[src/rtl/wb_drain_buffer_if.sv]
// -----------------------------------------------------------------------------
// wb_drain_buffer_if
// Purpose: bundles the dcache-side push/check signals and the bridge-side
//          write-port signals of the dirty-line write-back buffer.
// Modports:
//   slave  - the buffer itself (receives pushes and bridge acks, drives the bus)
//   master - the environment (dcache + AXI bridge side)
// Handshake:
//   A line transfers on a rising clock edge where push_valid && push_ready.
//   push_ready depends only on registered occupancy, never on push_valid.
//   On the bridge side a beat transfers on an edge where bus_wvalid &&
//   bus_beat_ack; bus_wdata/bus_wlast stay stable until that edge.
// -----------------------------------------------------------------------------
interface wb_drain_buffer_if #(
  parameter int LINE_WORDS = 8,
  parameter int ADDR_W     = 32
);
  logic                     push_valid;
  logic                     push_ready;
  logic [ADDR_W-1:0]        push_addr;
  logic [32*LINE_WORDS-1:0] push_data;
  logic [ADDR_W-1:0]        chk_addr;
  logic                     chk_hit;
  logic [31:0]              chk_data;
  logic                     empty;
  logic                     bus_ce;
  logic                     bus_wen;
  logic [ADDR_W-1:0]        bus_waddr;
  logic [31:0]              bus_wdata;
  logic                     bus_wvalid;
  logic                     bus_wlast;
  logic [3:0]               bus_sel;
  logic [7:0]               bus_wlen;
  logic                     bus_beat_ack;
  logic                     bus_bvalid;

  modport slave (
    input  push_valid, push_addr, push_data, chk_addr, bus_beat_ack, bus_bvalid,
    output push_ready, chk_hit, chk_data, empty,
           bus_ce, bus_wen, bus_waddr, bus_wdata, bus_wvalid, bus_wlast,
           bus_sel, bus_wlen
  );

  modport master (
    output push_valid, push_addr, push_data, chk_addr, bus_beat_ack, bus_bvalid,
    input  push_ready, chk_hit, chk_data, empty,
           bus_ce, bus_wen, bus_waddr, bus_wdata, bus_wvalid, bus_wlast,
           bus_sel, bus_wlen
  );
endinterface

[src/rtl/wb_drain_buffer.sv]
// -----------------------------------------------------------------------------
// wb_drain_buffer
// Purpose: dirty-line write-back buffer between the data cache and the AXI
//          bridge write port. Evicted lines are accepted in one cycle into a
//          circular FIFO and drained oldest first, each as one INCR burst of
//          LINE_WORDS beats. An entry stays visible to the address check until
//          the bridge reports the write response, so a refill of that line can
//          be held (or forwarded) instead of reading stale memory.
// Optional feature macro: WB_FORWARD_EN
//   defined     - chk_data returns the addressed word of the youngest matching
//                 entry so the dcache can refill from the buffer.
//   not defined - chk_data is tied to 0; the dcache stalls while chk_hit=1.
// Ports:
//   clk         in  system clock
//   resetn      in  asynchronous active-low reset
//   bus         wb_drain_buffer_if.slave (push/check/bridge signals)
//   dbg_state_o out drain FSM state (IDLE=0, REQ=1, DATA=2, RESP=3)
// -----------------------------------------------------------------------------
module wb_drain_buffer #(
  parameter int DEPTH      = 2,
  parameter int LINE_WORDS = 8,
  parameter int ADDR_W     = 32
) (
  input  logic                 clk,
  input  logic                 resetn,
  wb_drain_buffer_if.slave     bus,
  output logic [1:0]           dbg_state_o
);
  localparam int LW_BITS = $clog2(LINE_WORDS);
  localparam int OFF     = LW_BITS + 2;           // byte offset bits inside a line
  localparam int TAG_W   = ADDR_W - OFF;
  localparam int PTR_W   = $clog2(DEPTH);
  localparam int CNT_W   = PTR_W + 1;
  localparam int LINE_W  = 32 * LINE_WORDS;
  localparam logic [LW_BITS-1:0] LAST_BEAT = LW_BITS'(LINE_WORDS - 1);

  localparam logic [1:0] S_IDLE = 2'd0;
  localparam logic [1:0] S_REQ  = 2'd1;
  localparam logic [1:0] S_DATA = 2'd2;
  localparam logic [1:0] S_RESP = 2'd3;

  logic [1:0]         state_q, state_d;
  logic [PTR_W-1:0]   wr_ptr_q, wr_ptr_d;
  logic [PTR_W-1:0]   rd_ptr_q, rd_ptr_d;
  logic [CNT_W-1:0]   count_q, count_d;
  logic [LW_BITS-1:0] beat_q, beat_d;

  // Line storage holds only the line tag; the offset bits are always zero.
  logic [TAG_W-1:0]   tag_q  [DEPTH];
  logic [LINE_W-1:0]  data_q [DEPTH];

  logic               do_push;
  logic               do_pop;
  logic [DEPTH-1:0]   valid;
  logic [DEPTH-1:0]   match;
  logic [PTR_W-1:0]   slot_off;
  logic [ADDR_W-1:0]  head_addr;
  logic [LINE_W-1:0]  head_line;

  // Offset bits of the incoming addresses are don't-care by definition.
  logic unused_addr_bits;
  assign unused_addr_bits = ^{bus.push_addr[OFF-1:0], bus.chk_addr[OFF-1:0]};

  // Full is judged on the registered count: a pop in this cycle cannot make
  // room for a push in the same cycle.
  assign bus.push_ready = (count_q != CNT_W'(DEPTH));
  assign do_push        = bus.push_valid && bus.push_ready;
  // Entry leaves the buffer only once the write response has been seen.
  assign do_pop         = (state_q == S_RESP) && bus.bus_bvalid;

  // ---------------------------------------------------------------------------
  // FIFO bookkeeping
  // ---------------------------------------------------------------------------
  always_comb begin
    wr_ptr_d = wr_ptr_q;
    rd_ptr_d = rd_ptr_q;
    count_d  = count_q;
    if (do_push) wr_ptr_d = wr_ptr_q + PTR_W'(1);
    if (do_pop)  rd_ptr_d = rd_ptr_q + PTR_W'(1);
    count_d = count_q + CNT_W'(do_push) - CNT_W'(do_pop);
  end

  always_ff @(posedge clk) begin
    if (do_push) begin
      tag_q[wr_ptr_q]  <= bus.push_addr[ADDR_W-1:OFF];
      data_q[wr_ptr_q] <= bus.push_data;
    end
  end

  // ---------------------------------------------------------------------------
  // Drain FSM
  // ---------------------------------------------------------------------------
  always_comb begin
    state_d = state_q;
    beat_d  = beat_q;
    case (state_q)
      S_IDLE: if (count_q != '0) state_d = S_REQ;
      S_REQ:  state_d = S_DATA;
      S_DATA: begin
        if (bus.bus_beat_ack) begin
          if (beat_q == LAST_BEAT) begin
            beat_d  = '0;
            state_d = S_RESP;
          end else begin
            beat_d = beat_q + LW_BITS'(1);
          end
        end
      end
      S_RESP: begin
        if (bus.bus_bvalid) begin
          beat_d  = '0;
          state_d = S_IDLE;
        end
      end
      default: begin
        beat_d  = '0;
        state_d = S_IDLE;
      end
    endcase
  end

  always_ff @(posedge clk or negedge resetn) begin
    if (!resetn) begin
      state_q  <= S_IDLE;
      wr_ptr_q <= '0;
      rd_ptr_q <= '0;
      count_q  <= '0;
      beat_q   <= '0;
    end else begin
      state_q  <= state_d;
      wr_ptr_q <= wr_ptr_d;
      rd_ptr_q <= rd_ptr_d;
      count_q  <= count_d;
      beat_q   <= beat_d;
    end
  end

  assign dbg_state_o = state_q;

  // ---------------------------------------------------------------------------
  // Bridge write port, driven from the head entry. Address/data are gated to
  // zero outside the burst so stale storage never appears after reset.
  // ---------------------------------------------------------------------------
  assign head_addr = {tag_q[rd_ptr_q], {OFF{1'b0}}};
  assign head_line = data_q[rd_ptr_q];

  assign bus.bus_ce     = (state_q == S_REQ);
  assign bus.bus_wen    = (state_q == S_REQ);
  assign bus.bus_waddr  = (state_q == S_REQ || state_q == S_DATA) ? head_addr : '0;
  assign bus.bus_wvalid = (state_q == S_DATA);
  assign bus.bus_wdata  = (state_q == S_DATA) ? head_line[{beat_q, 5'b0} +: 32] : 32'h0;
  assign bus.bus_wlast  = (state_q == S_DATA) && (beat_q == LAST_BEAT);
  assign bus.bus_sel    = 4'b1111;
  assign bus.bus_wlen   = 8'(LINE_WORDS - 1);
  assign bus.empty      = (count_q == '0) && (state_q == S_IDLE);

  // ---------------------------------------------------------------------------
  // Address check. A slot is valid when its distance from rd_ptr is below
  // count; the head stays valid through the whole drain until popped.
  // ---------------------------------------------------------------------------
  always_comb begin
    valid    = '0;
    match    = '0;
    slot_off = '0;
    for (int i = 0; i < DEPTH; i++) begin
      slot_off = PTR_W'(i) - rd_ptr_q;
      valid[i] = ({1'b0, slot_off} < count_q);
      match[i] = valid[i] && (tag_q[i] == bus.chk_addr[ADDR_W-1:OFF]);
    end
  end

  assign bus.chk_hit = |match;

`ifdef WB_FORWARD_EN
  logic [LINE_W-1:0] fwd_line;
  logic [PTR_W-1:0]  fwd_idx;

  // Walk from oldest to youngest so the youngest matching copy wins.
  always_comb begin
    fwd_line = '0;
    fwd_idx  = '0;
    for (int k = 0; k < DEPTH; k++) begin
      fwd_idx = rd_ptr_q + PTR_W'(k);
      if (match[fwd_idx]) fwd_line = data_q[fwd_idx];
    end
  end

  assign bus.chk_data = fwd_line[{bus.chk_addr[OFF-1:2], 5'b0} +: 32];
`else
  assign bus.chk_data = 32'h0;
`endif

endmodule

[src/flat_wrapper.sv]
// flat-port wrapper written by rule: the top's interface ports become plain ports
module wb_drain_buffer_flat 
#(
  parameter int DEPTH      = 2,
  parameter int LINE_WORDS = 8,
  parameter int ADDR_W     = 32
)
  (clk, resetn, dbg_state_o, bus_push_valid, bus_push_addr, bus_push_data, bus_chk_addr, bus_bus_beat_ack, bus_bus_bvalid, bus_push_ready, bus_chk_hit, bus_chk_data, bus_empty, bus_bus_ce, bus_bus_wen, bus_bus_waddr, bus_bus_wdata, bus_bus_wvalid, bus_bus_wlast, bus_bus_sel, bus_bus_wlen);
  wb_drain_buffer_if #(.LINE_WORDS(LINE_WORDS), .ADDR_W(ADDR_W)) bus_i ();
  input  logic clk;
  input  logic resetn;
  output logic [1:0] dbg_state_o;
  input wire logic [$bits(bus_i.push_valid)-1:0] bus_push_valid;
  input wire logic [$bits(bus_i.push_addr)-1:0] bus_push_addr;
  input wire logic [$bits(bus_i.push_data)-1:0] bus_push_data;
  input wire logic [$bits(bus_i.chk_addr)-1:0] bus_chk_addr;
  input wire logic [$bits(bus_i.bus_beat_ack)-1:0] bus_bus_beat_ack;
  input wire logic [$bits(bus_i.bus_bvalid)-1:0] bus_bus_bvalid;
  output wire logic [$bits(bus_i.push_ready)-1:0] bus_push_ready;
  output wire logic [$bits(bus_i.chk_hit)-1:0] bus_chk_hit;
  output wire logic [$bits(bus_i.chk_data)-1:0] bus_chk_data;
  output wire logic [$bits(bus_i.empty)-1:0] bus_empty;
  output wire logic [$bits(bus_i.bus_ce)-1:0] bus_bus_ce;
  output wire logic [$bits(bus_i.bus_wen)-1:0] bus_bus_wen;
  output wire logic [$bits(bus_i.bus_waddr)-1:0] bus_bus_waddr;
  output wire logic [$bits(bus_i.bus_wdata)-1:0] bus_bus_wdata;
  output wire logic [$bits(bus_i.bus_wvalid)-1:0] bus_bus_wvalid;
  output wire logic [$bits(bus_i.bus_wlast)-1:0] bus_bus_wlast;
  output wire logic [$bits(bus_i.bus_sel)-1:0] bus_bus_sel;
  output wire logic [$bits(bus_i.bus_wlen)-1:0] bus_bus_wlen;
  assign bus_i.push_valid = bus_push_valid;
  assign bus_i.push_addr = bus_push_addr;
  assign bus_i.push_data = bus_push_data;
  assign bus_i.chk_addr = bus_chk_addr;
  assign bus_i.bus_beat_ack = bus_bus_beat_ack;
  assign bus_i.bus_bvalid = bus_bus_bvalid;
  assign bus_push_ready = bus_i.push_ready;
  assign bus_chk_hit = bus_i.chk_hit;
  assign bus_chk_data = bus_i.chk_data;
  assign bus_empty = bus_i.empty;
  assign bus_bus_ce = bus_i.bus_ce;
  assign bus_bus_wen = bus_i.bus_wen;
  assign bus_bus_waddr = bus_i.bus_waddr;
  assign bus_bus_wdata = bus_i.bus_wdata;
  assign bus_bus_wvalid = bus_i.bus_wvalid;
  assign bus_bus_wlast = bus_i.bus_wlast;
  assign bus_bus_sel = bus_i.bus_sel;
  assign bus_bus_wlen = bus_i.bus_wlen;
  wb_drain_buffer #(.DEPTH(DEPTH), .LINE_WORDS(LINE_WORDS), .ADDR_W(ADDR_W)) u_core (.clk(clk), .resetn(resetn), .bus(bus_i), .dbg_state_o(dbg_state_o));
endmodule
[config.mk]
export PLATFORM = sky130hd
export DESIGN_NAME = wb_drain_buffer_flat
export DESIGN_NICKNAME = d
export VERILOG_FILES = /design/src/rtl/wb_drain_buffer_if.sv /design/src/rtl/wb_drain_buffer.sv /design/src/flat_wrapper.sv
export SDC_FILE = /design/constraint.sdc
export NUM_CORES = 1
export LEC_CHECK = 0
export CORE_ASPECT_RATIO = 1.25
export CORE_MARGIN = 2
export CORE_UTILIZATION = 50
export CTS_BUF_LIST = sky130_fd_sc_hd__clkbuf_16
export CTS_CLUSTER_DIAMETER = 100
export CTS_CLUSTER_SIZE = 40
export DETAILED_ROUTE_END_ITERATION = 12
export DONT_BUFFER_PORTS = 1
export PLACE_DENSITY = 0.74
export RECOVER_POWER = 100
export SETUP_SLACK_MARGIN = 0.3
export SYNTH_ARGS = -nofsm -noshare
export SYNTH_HDL_FRONTEND = slang
export SYNTH_SLANG_ARGS = --single-unit
[constraint.sdc]
create_clock -name clk -period 28.6 [get_ports clk]
set_input_delay 2.86 -clock clk [delete_from_list [all_inputs] [get_ports clk]]
set_output_delay 2.86 -clock clk [all_outputs]
set_load 0.03 [all_outputs]
==> Word level (Yosys, flattened, before mapping) <==
Memory sizes are Yosys's and may differ from the RTL's.
Index checks and enable logic that the tools add are counted.
{ "classes": {"n_lt_le_gt_ge": 2, "shifts": 1, "muxes": 13, "n_reduce_logical": 14, "add_sub_neg": 7, "eq_ne": 11} }
{ "op_table": {"columns": ["operator", "count"], "rows": [
  ["$shiftx 256x9->32", 1],
  ["$mux 32", 2],
  ["$eq 27x27->1", 2],
  ["$mux 3", 3],
  ["$mux 2", 4],
  ["$pmux 2 s4", 1],
  ["$logic_and 1x1->1", 6],
  ["$ne 2x2->1 const B", 3],
  ["$pmux 3 s2", 1],
  ["$eq 2x2->1 const B", 2],
  ["$logic_not 2->1", 2],
  ["$lt 1x2->1", 2],
  ["$ne 2x1->1 const B", 2],
  ["$reduce_and 4->1", 1],
  ["$reduce_bool 2->1", 2],
  ["$add 3x1->3 const B", 1],
  ["$eq 3x3->1 const B", 1],
  ["$reduce_and 3->1", 1],
  ["$add 1x1->1 const B", 2],
  ["$add 2x1->2", 1],
  ["$eq 2x1->1 const B", 1],
  ["$mux 1", 2],
  ["$reduce_or 2->1", 1],
  ["$sub 1x1->1 const A", 2],
  ["other kinds (2)", 2]
]} }
{ "totals": {"register_bits": 9, "ramBits": 566, "n_memories": 2, "word_cells": 55, "input_bits": 325} }
{ "mem_list": {"columns": ["name", "words", "width", "read_ports", "rd_ports_with_merged_regs", "write_ports", "line_no", "rtl"], "rows": [
  ["u_core.data_q", 2, 256, 1, 0, 1, "wb_drain_buffer.sv:50", "logic [LINE_W-1:0] data_q [DEPTH];"],
  ["u_core.tag_q", 2, 27, 3, 0, 1, "wb_drain_buffer.sv:49", "logic [TAG_W-1:0] tag_q [DEPTH];"]
]} }

==> Logic depth before layout (Yosys ltp) <==
{ "logic_depth": {"word_depth": 4, "depth_mapped": 8} }

==> Least setup slack after synthesis <==
Ideal clock, no wire load.
{ "synth_timing": {"kind": "in2reg", "startpoint": "in bus_push_valid", "endpoint": "mem u_core.data_q[0][0] (netlist bit), enable pin", "arrival_time_ns": 14.676, "setup_ns": 0.933, "path_buffers": 0, "path_slack_ns": 12.990, "cell_stages": 2, "cell_sequence": "nand2_1 > nor2_1"} }
{ "synth_via": {"elab_chain_cells": 3} }
{ "synth_rtl": {"columns": ["item", "line_no", "rtl"], "rows": [
  ["from (decl)", "flat_wrapper.sv:13", "input wire logic [$bits(bus_i.push_valid)-1:0] bus_push_valid;"],
  ["$logic_and 1x1->1", "wb_drain_buffer.sv:67", "assign do_push = bus.push_valid && bus.push_ready;"],
  ["$mux 1", "wb_drain_buffer.sv:84", "if (do_push) begin"],
  ["$mux 1 (implied by the code)", "wb_drain_buffer.sv:86", "data_q[wr_ptr_q] <= bus.push_data;"],
  ["to (decl)", "wb_drain_buffer.sv:50", null]
]} }
Every way passes these cells.

==> Worst setup path in the final report <==
{ "layout_timing": {"startpoint": "reg u_core.beat_q[0]", "endpoint": "out bus_bus_wdata[11]"} }
{ "layout_via": {"elab_chain_cells": 2} }
{ "layout_rtl": {"columns": ["item", "line_no", "rtl"], "rows": [
  ["from (decl)", "wb_drain_buffer.sv:46", "logic [LW_BITS-1:0] beat_q, beat_d;"],
  ["from (signal assigned)", "wb_drain_buffer.sv:134", "beat_q <= beat_d;"],
  ["$shiftx 256x9->32", "wb_drain_buffer.sv:151", "assign bus.bus_wdata = (state_q == S_DATA) ? head_line[{beat_q, 5'b0} +: 32] : 32'h0;"],
  ["$mux 32", "wb_drain_buffer.sv:151", null],
  ["to (decl)", "flat_wrapper.sv:26", "output wire logic [$bits(bus_i.bus_wdata)-1:0] bus_bus_wdata;"]
]} }
Every way passes these cells.

==> run_results.csv <==
group,metric,value,unit
drt,first_iter_violations,734,
drt,drc_errors,0,
power_and_ir_drop,ir_worst_vdd,0.0700,mV
hold_path,worstHoldStart,"u_core.wr_ptr_q$_DFFE_PN0P_",
setup_path,worstPathRequired,25.74,ns
die,dieArea,48000,um2
setup_path,startpoint_type,"flop",
power_and_ir_drop,p_leak,7.66,nW
clocking,cts-resized-gates,0,
setup_path,reg2reg_from,"u_core.count_q[1]$_DFF_PN0_",
clocking,cts_tree,"done",
synth,synth-main-ff-cell,"edfxtp_1",
grt,grt_max_degree,173,
synth,synthMuxAreaShare,0.150,
sta,hold_viol_final,0,
placed_design,hpwl,32300,um
hold_path,hold_class,"reg2reg",
die,die_x,196,um
synth,synth_edf_count,566,
clocking,clock_sinks,575,
die,start_util,0.504,
synth,synthAdderAreaFrac,0.00487,
clocking,cts_root_buf,"clkbuf_16",
drt,avgViaCountPerCell,5.93,
die,core_area,45900,um2
synth,syn_inst,1140,
sta,setup_violations,0,
sta,finalMaxSlewViolations,732,
grt,grt_pass1_vias,10900,
synth,synth_cell_type_count,40,
placed_design,port_buffers,0,
sta,post-route-period-util,0.440,
drt,num_vias,10100,
grt,antenna_found_initial,4,
run_status,run_status,"finished with violations",
sta,setup_tns,0,ns
drt,drt-pass1-iter-count,4,
sta,fmax,79.5,MHz
synth,synthXorXnorAreaFrac,0.0219,
power_and_ir_drop,powerDensity,101,nW/um2
synth,synth_top_family_by_area,"multiplexers",
synth,ys_ff_latch,575,
run_status,violations,"max-capacitance violations, max-slew violations",
synth,synth_area,23100,um2
drt,wirelength,47800,um
synth,seq_area_frac_synth,0.744,
synth,avgSynthCellArea,20.3,um2
drt,drt.antenna.violating_nets,0,
setup_path,cp-end-kind,"output port",
synth,synth-simple-area-share,0.0250,
sta,maxSlewHeadroom,-5.43,
sta,fin_worst_skew,0.0336,ns
clocking,cts_setup_buffers,0,
setup_path,path_class,"reg2out",
die,ioPinCount,442,
layout,layout.nets,1449,
setup_path,worstRegToRegCells,5,
placed_design,gp_congestion,0.780,
grt,grt_pass1_wl,68500,um
clocking,cts_buffers,18,
synth,synth_warnings,0,
sta,worst_pin_slew,9.65,ns
setup_path,crit_arrival,9.71,ns
clocking,clkLatencyLatePin,0.59,ns
setup_path,worstPathMaxFanout,107,
die,die_h,245,um
synth,synth_compound_area_frac,0.0230,
sta,min_period,12.57,ns
clocking,htreeDepth,1,
sta,rsz0062_at_grt,"no",
clocking,cts_hold_buf,0,
synth,async_flop_share,0.0157,
sta,whs,0.565,ns
run,max_cap_violations,8,
grt,grt_use_total,0.196,
layout,drive_above_1_share,0.135,
drt,avgRoutedWirePerCell,27.9,um
die,core.rowCount,88,
clocking,clk_pin_slew,0.15,ns
layout,syn2layout_area_growth,3.72,%
grt,gr-total-overflow,0,
clocking,max-clock-path-buffers,3,
setup_path,startpoint,"u_core.beat_q[0]$_DFFE_PN0P_",
hold_path,hold_path_depth,1,
[through the flow]
step,cell area (um2),worst slack (ns),std cells,util,total power (W)
floorplan,23300,12.99,1187,-,0.00193
global placement,23500,21.52,1680,0.512,0.00202
detailed placement,23500,21.54,1680,0.512,0.00204
CTS,24100,21.07,1706,0.524,0.00239
global route,24000,15.10,1710,0.523,0.00254
finish,24000,16.03,1712,0.523,0.00243
[cell families after synthesis]
family	after synthesis
flip-flops	575
multiplexers	205
buffers and inverters	110
AND/OR/NAND/NOR	104
AO/OA/AOI/OAI	77
XOR/XNOR	58
adder cells (fa/ha/maj)	9
other	2
[critical path, stage by stage (launching register included)]
cell and delay (ns):
dfrtp_1 2.14, clkbuf_1 4.82, mux4_2 1.01, mux2i_1 0.24, o22ai_1 0.80
[flip-flops by register name (all words and copies together), names as in the netlist]
register / cells
u_core.rd_ptr_q: 1
u_core.count_q: 2
u_core.wr_ptr_q: 1
u_core.dbg_state_o: 2
u_core.beat_q: 3
u_core.data_q: 512
u_core.tag_q: 54
[placed cells by master, fill, tap and decap left out, drive strengths merged, types with 5 or more instances in the layout]
cell type    n
edfxtp     566
mux4       113
mux2i       88
conb        49
xor2        44
nor2b       39
clkbuf      25
nand2       22
o22ai       21
xnor2       14
a22oi       13
inv         12
nor4        11
ha           9
dfrtp        9
a21oi        8
nand3        7
o211ai       7
o21ai        7
a211oi       7
diode        6
buf          5
[Yosys cell counts, types with 2 or more instances]
master     instances  area [um2]
nor4_1            11        68.8
edfxtp_1         566       17000
o31ai_1            3        22.5
mux2_2             4        45.0
o22ai_1           21         131
buf_4             61         458
inv_1              6        22.5
nor3b_1            2        15.0
and2_1             4        25.0
nand2b_1           4        25.0
a21oi_1            8        40.0
ha_1               9         113
buf_6              7        78.8
dfrtp_1            9         225
mux2i_1           88         881
nand2_1           22        82.6
a22oi_1           13        97.6
xor2_1            44         385
xnor2_1           14         123
a221o_1            3        30.0
mux4_2           113        2540
nand4_1            4        25.0
o2111ai_1          3        26.3
nor3_1             3        15.0
nand3_1            7        35.0
buf_1              3        11.3
and3_1             4        25.0
a22o_1             2        17.5
o211ai_1           7        52.6
a311oi_1           2        17.5
conb_1             2        7.51
clkbuf_1          17        63.8
a211oi_1           7        52.6
nor2_1             3        11.3
buf_2             15        75.1
nor2b_1           39         244
o21ai_0            7        35.0
[report_power, final]
part | internal (W) | switching, W
clock | 0.000133 | 0.000230
sequential | 0.00120 | 0.0000799
combinational | 0.000295 | 0.000490
[worst paths after layout]
kind | slack [ns] | endpoint
max reg2reg | 17.46 | u_core.data_q[0][23]$_DFFE_PP_
min | 0.56 | u_core.wr_ptr_q$_DFFE_PN0P_
max | 16.03 | bus_bus_wdata[11]
min in group asynchronous | 1.94 | u_core.rd_ptr_q$_DFFE_PN0P_
max in group asynchronous | 26.55 | u_core.beat_q[1]$_DFFE_PN0P_
min reg2reg | 0.56 | u_core.wr_ptr_q$_DFFE_PN0P_
[area by class of cell]
type	count	area [um2]
Tap cell	585	732
Inverter	7	26.3
Clock buffer	19	475
Multi-Input combinational cell	502	5400
Antenna cell	6	15.0
Timing Repair Buffer	11	60.1
Sequential cell	575	17200
Fill cell	3537	21900
Clock inverter	7	68.8
[routing by layer]
metal  vias up  GRT usage  wire length (um)
met5         -          0                13
met2       370      0.352             25300
li1       4450          -                 -
met1      5262      0.210             16100
met3        63     0.0767              4880
met4         2     0.0644              1440
Power figures use the tool's default switching activity.
